<file path="src/rtl/compose_power_if.sv">
// Stream bundle for compose_power: (n, m) pair in on valid/ready, num/err out on valid/ready.
interface compose_power_if #(
   parameter int NUM_W = 5
);
   logic             in_valid_i;
   logic             in_ready_o;
   logic [2:0]       n_i;
   logic [2:0]       m_i;
   logic             out_valid_o;
   logic             out_ready_i;
   logic [NUM_W-1:0] num_o;
   logic             err_o;

   modport slave (
      input  in_valid_i, n_i, m_i, out_ready_i,
      output in_ready_o, out_valid_o, num_o, err_o
   );

   modport master (
      output in_valid_i, n_i, m_i, out_ready_i,
      input  in_ready_o, out_valid_o, num_o, err_o
   );
endinterface

</file>
<file path="src/rtl/compose_power.sv">
// Rebuilds num = 2^n + m from an (n, m) pair behind a one-entry registered output stage.
// Optional statistics counters are enabled with the COMPOSE_POWER_STATS_EN macro.
module compose_power #(
   parameter int NUM_W = 5,
   parameter int CNT_W = 8
) (
   input  logic             clk_i,
   input  logic             rst_i,
   compose_power_if.slave   bus,
   input  logic             err_clr_i,
   output logic             err_sticky_o,
   output logic [CNT_W-1:0] stat_ok_o,
   output logic [CNT_W-1:0] stat_err_o
);

   typedef enum logic {EMPTY = 1'b0, FULL = 1'b1} state_e;

   state_e           state_q, state_d;
   logic [NUM_W-1:0] num_q, num_d;
   logic             err_q, err_d;
   logic             sticky_q, sticky_d;
   logic             out_valid, in_ready, accept;
   logic [NUM_W:0]   comp;

   // Returns {illegal, num}; illegal pairs produce num = 0.
   function automatic logic [NUM_W:0] compose(input logic [2:0] n, input logic [2:0] m);
      logic             ok;
      logic [NUM_W-1:0] pow;
      pow = NUM_W'(1) << n;
      case (n)
         3'd0:    ok = (m == 3'd0);
         3'd1:    ok = (m <= 3'd1);
         3'd2:    ok = (m <= 3'd3);
         3'd3:    ok = 1'b1;
         3'd4:    ok = (m == 3'd0);
         default: ok = 1'b0;
      endcase
      compose = ok ? {1'b0, pow + NUM_W'(m)} : {1'b1, {NUM_W{1'b0}}};
   endfunction

   function automatic logic [CNT_W-1:0] sat_inc(input logic [CNT_W-1:0] v);
      sat_inc = (&v) ? v : v + CNT_W'(1);
   endfunction

   assign comp   = compose(bus.n_i, bus.m_i);
   assign accept = bus.in_valid_i && in_ready;

   always_ff @(posedge clk_i) begin
      if (rst_i) begin
         state_q  <= EMPTY;
         num_q    <= '0;
         err_q    <= 1'b0;
         sticky_q <= 1'b0;
      end else begin
         state_q  <= state_d;
         num_q    <= num_d;
         err_q    <= err_d;
         sticky_q <= sticky_d;
      end
   end

   always_comb begin
      state_d = state_q;
      case (state_q)
         EMPTY:   if (accept) state_d = FULL;
         FULL:    if (bus.out_ready_i && !accept) state_d = EMPTY;
         default: state_d = EMPTY;
      endcase
   end

   // Ready depends only on the output side, never on in_valid_i.
   always_comb begin
      out_valid = (state_q == FULL);
      in_ready  = !out_valid || bus.out_ready_i;
   end

   always_comb begin
      num_d    = num_q;
      err_d    = err_q;
      sticky_d = sticky_q;
      if (accept) begin
         num_d = comp[NUM_W-1:0];
         err_d = comp[NUM_W];
      end
      if (accept && comp[NUM_W]) sticky_d = 1'b1;
      else if (err_clr_i)        sticky_d = 1'b0;
   end

   assign bus.out_valid_o = out_valid;
   assign bus.in_ready_o  = in_ready;
   assign bus.num_o       = num_q;
   assign bus.err_o       = err_q;
   assign err_sticky_o    = sticky_q;

`ifdef COMPOSE_POWER_STATS_EN
   logic [CNT_W-1:0] stat_ok_q, stat_ok_d;
   logic [CNT_W-1:0] stat_err_q, stat_err_d;

   always_ff @(posedge clk_i) begin
      if (rst_i) begin
         stat_ok_q  <= '0;
         stat_err_q <= '0;
      end else begin
         stat_ok_q  <= stat_ok_d;
         stat_err_q <= stat_err_d;
      end
   end

   // A clear and an accept in the same cycle leave a count of one.
   always_comb begin
      stat_ok_d  = err_clr_i ? '0 : stat_ok_q;
      stat_err_d = err_clr_i ? '0 : stat_err_q;
      if (accept && !comp[NUM_W]) stat_ok_d  = sat_inc(stat_ok_d);
      if (accept && comp[NUM_W])  stat_err_d = sat_inc(stat_err_d);
   end

   assign stat_ok_o  = stat_ok_q;
   assign stat_err_o = stat_err_q;
`else
   assign stat_ok_o  = '0;
   assign stat_err_o = '0;
`endif

endmodule

</file>
<file path="src/flat_wrapper.sv">
// flat-port wrapper written by rule: the top's interface ports become plain ports
module compose_power_flat 
#(
   parameter int NUM_W = 5,
   parameter int CNT_W = 8
)
  (clk_i, rst_i, err_clr_i, err_sticky_o, stat_ok_o, stat_err_o, bus_in_valid_i, bus_n_i, bus_m_i, bus_out_ready_i, bus_in_ready_o, bus_out_valid_o, bus_num_o, bus_err_o);
  compose_power_if #(.NUM_W(NUM_W)) bus_i ();
  input  logic clk_i;
  input  logic rst_i;
  input  logic err_clr_i;
  output logic err_sticky_o;
  output logic [CNT_W-1:0] stat_ok_o;
  output logic [CNT_W-1:0] stat_err_o;
  input wire logic [$bits(bus_i.in_valid_i)-1:0] bus_in_valid_i;
  input wire logic [$bits(bus_i.n_i)-1:0] bus_n_i;
  input wire logic [$bits(bus_i.m_i)-1:0] bus_m_i;
  input wire logic [$bits(bus_i.out_ready_i)-1:0] bus_out_ready_i;
  output wire logic [$bits(bus_i.in_ready_o)-1:0] bus_in_ready_o;
  output wire logic [$bits(bus_i.out_valid_o)-1:0] bus_out_valid_o;
  output wire logic [$bits(bus_i.num_o)-1:0] bus_num_o;
  output wire logic [$bits(bus_i.err_o)-1:0] bus_err_o;
  assign bus_i.in_valid_i = bus_in_valid_i;
  assign bus_i.n_i = bus_n_i;
  assign bus_i.m_i = bus_m_i;
  assign bus_i.out_ready_i = bus_out_ready_i;
  assign bus_in_ready_o = bus_i.in_ready_o;
  assign bus_out_valid_o = bus_i.out_valid_o;
  assign bus_num_o = bus_i.num_o;
  assign bus_err_o = bus_i.err_o;
  compose_power #(.NUM_W(NUM_W), .CNT_W(CNT_W)) u_core (.clk_i(clk_i), .rst_i(rst_i), .bus(bus_i), .err_clr_i(err_clr_i), .err_sticky_o(err_sticky_o), .stat_ok_o(stat_ok_o), .stat_err_o(stat_err_o));
endmodule
</file>
<file path="config.mk">
export PLATFORM = sky130hd
export DESIGN_NAME = compose_power_flat
export DESIGN_NICKNAME = d
export VERILOG_FILES = /design/src/rtl/compose_power_if.sv /design/src/rtl/compose_power.sv /design/src/flat_wrapper.sv
export SDC_FILE = /design/constraint.sdc
export NUM_CORES = 1
export LEC_CHECK = 0
export BUFFER_PORTS_ARGS = -buffer_cell sky130_fd_sc_hd__buf_4
export CAP_MARGIN = 5
export CORE_UTILIZATION = 42
export DETAILED_ROUTE_END_ITERATION = 8
export PLACE_DENSITY = 0.85
export SYNTH_ARGS = -nofsm -noshare
export SYNTH_HDL_FRONTEND = slang
export SYNTH_SLANG_ARGS = --single-unit
</file>
<file path="constraint.sdc">
create_clock -name clk_i -period 1.55 [get_ports clk_i]
set_input_delay 0.155 -clock clk_i [delete_from_list [all_inputs] [get_ports clk_i]]
set_output_delay 0.155 -clock clk_i [all_outputs]
set_load 0.005 [all_outputs]
</file>
==> run summary <==
Nets@finish -> 111
CTS tree -> done
Total Routing Usage GR -> 0.164
Antenna-violating nets left -> 0
Pre-antenna DRT Iters -> 4
Int Power -> 371 uW
Finish-stage setup viols -> 0
Via count -> 532
End of the worst register-to-register path -> u_core.bus.err_o
Fillers -> 118
Detailed Route Iter0 Violations -> 11
CTS-repair resized insts -> 0
Row cnt -> 13
CP Capture Type -> flop
Pwr/cell area -> 653 nW/um2
Synth-to-Final Area Change -> 22.6%
Final GP Congestion -> 0.795
Layout cells sized above 1 -> 0.362
Num CTS Buffers -> 3
Sequential power share -> 0.424
Distinct cell type count after synthesis -> 28
Crit-path slowest cell -> fa_1
Worst-Skew Late Latency -> 0.25 ns
Via-to-Cell Ratio -> 4.88
Vias in the first global route -> 419
Largest net degree at the start of global routing -> 11
CP Data Required Time -> 1.69 ns
# port buffers -> 19
Cells after synthesis -> 70
Cell mode on critical path -> buf_4
Gr ovfl total -> 0
RSZ-0062 raised after global routing -> no
Synth Register Bits -> 8
Reg area -> 160 um2
Setup_tns -> 0 ns
EDFF count, synth -> 0
Multi-input logic area -> 415 um2
Die X -> 41.2 um
H-tree depth -> 1
Ys flop type -> dfxtp_1
WS Path Type -> input port to flop
Die Span Y -> 41.2 um
Hold Startpoint -> rst_i
Antenna cells -> 0
Worst reg-to-reg path cell count -> 4
Worst vdd ir -> 0.595 mV
Root Driver -> clkbuf_4
Seq/Total Area, Yosys -> 0.248
R2r setup slk -> 0.33 ns
Dpl cells -> 106
Die Area -> 1700 um2
Net Sw Power -> 147 uW
Final hold violations -> 0
Hold Path End -> u_core.bus.num_o[1]
Total power -> 518 uW
Worst setup margin -> 0.236 ns
Placed cell areas -> 771 um2
DRT Wirelength -> 1160 um
Gate power share -> 0.257
CTS Sinks -> 8
Slew Viols, Final -> 0
Worst Path Arrival -> 1.45 ns
Final cell count without fillers -> 109
Post-Syn Area per Cell -> 9.24 um2
Crit-path max FO -> 4
Io pins -> 36
Hpwl dp -> 928 um
Postcts setup bufs -> 0
Crit-path max cell delay -> 0.42 ns
DRC violations left -> 0
Design Area, Final -> 793 um2
Reg-to-reg startpoint -> u_core.bus.out_valid_o
Tmin final -> 1.31 ns
Max_cap viols -> 0
Crit share post-route -> 0.847
Core area -> 1370 um2
Final core utilization -> 0.581
Clock slew at reported path FFs -> 0.06 ns
Largest delay contributor family on the critical path -> compound AO/OA/AOI/OAI gates
Hold Path Depth -> 2
Initial antenna violation count -> 0
Hold Path Class -> input port to flop
Synthesis Warnings -> 0
Clock power share -> 0.319
Run status -> finished clean
Crit-path cells -> buf_4, nor3b_1, buf_4, fa_1, a21o_1, a31oi_1, o41ai_2
Pleak -> 0.395 nW
Stages on the worst setup path -> 7
Hold WS -> 0.140 ns
Post-synth ARST share -> 0
WL/cell -> 10.6 um
Synth Cell Area -> 647 um2
Hold-fix buffers at CTS -> 0
First-pass GRT wire length -> 1770 um
Setup Skew -> 0.000244 ns
Startpoint types -> input port
Sw frac -> 0.283
Pre-CTS setup slack -> -0.0282 ns
Max Root-Sink Buffers -> 2
Buf/Inv on CP -> 2
Max Clk Rate -> 0.761 GHz
Initial Utilization -> 0.473
logic make-up (layout without fill, tap and decap cells):
logic type                 after synthesis  count (layout)  share of synthesized area
and+or+nand+nor                         21              21                      0.220
buffers and inverters                   18              27                      0.197
AOI/OAI and AO/OA                       16              16                      0.213
DFF                                      8               8                      0.248
adders and majority gates                4               4                     0.0890
xor gates and xnor gates                 2               2                     0.0271
other                                    1              16                    0.00580
power by group through the flow:
| stage | combinational (mW) | sequential, mW | clock (mW) |
|---|---|---|---|
| finish | 0.133 | 0.220 | 0.165 |
| global route | 0.151 | 0.221 | 0.177 |
| CTS | 0.133 | 0.220 | 0.163 |
| detailed placement | 0.133 | 0.224 | 0 |
| global placement | 0.129 | 0.224 | 0 |
| floorplan | 0.0979 | 0.225 | 0 |
metal layers:
metal,part of all wire,GRT usage,up-vias
li1,-,-,264
met1,0.44,0.220,245
met2,0.48,0.230,23
met3,0.080,0.109,0
met4,0,0,0
met5,0,0,-
synthesized netlist by cell type (3+ instances only):
cell / number / area [um2]
a21oi_1: 5 / 25.0
buf_4: 16 / 120
dfxtp_1: 8 / 160
ha_1: 3 / 37.5
nand2_1: 4 / 15.0
nand3b_1: 3 / 22.5
o211ai_1: 3 / 22.5
registers in the layout, indices dropped and copies added (netlist names):
name,count
u_core.bus.err_o,1
u_core.bus.out_valid_o,1
u_core.bus.num_o,5
u_core.err_sticky_o,1
how the worst max path moves through the flow:
| stage | start | endpoint | slack, ns |
|---|---|---|---|
| finish | bus_n_i[0] | u_core.bus.num_o[4] | 0.24 |
| global route | bus_n_i[1] | u_core.bus.num_o[3] | 0.12 |
| CTS | bus_n_i[1] | u_core.bus.num_o[3] | 0.22 |
| detailed placement | bus_n_i[0] | u_core.bus.num_o[4] | -0.03 |
| global placement | bus_n_i[1] | u_core.bus.num_o[3] | 0.01 |
| floorplan | bus_n_i[1] | u_core.bus.num_o[3] | 0.13 |
cell usage in the layout, fill, tap and decap left out, drive strengths merged:
master / instances
inv: 1
fa: 1
dfxtp: 8
ha: 3
and2: 2
o211ai: 3
clkbuf: 3
o21ba: 2
nor3: 2
nand3b: 3
nor2: 2
a21oi: 5
nor2b: 2
or4b: 1
a21o: 2
o21ai: 1
nand2: 4
nor3b: 2
nand2b: 2
xor2: 1
a31oi: 1
o41ai: 2
xnor2: 1
or4: 1
buf: 23
conb: 16
cell type report:
cell class,count,area share
multi-input combinational,59,0.524
timing repair buffer,23,0.218
tap,15,0.0237
inverter,1,0.00473
sequential,8,0.202
clock buffer,3,0.0284
(Power assumes the default switching activity.)
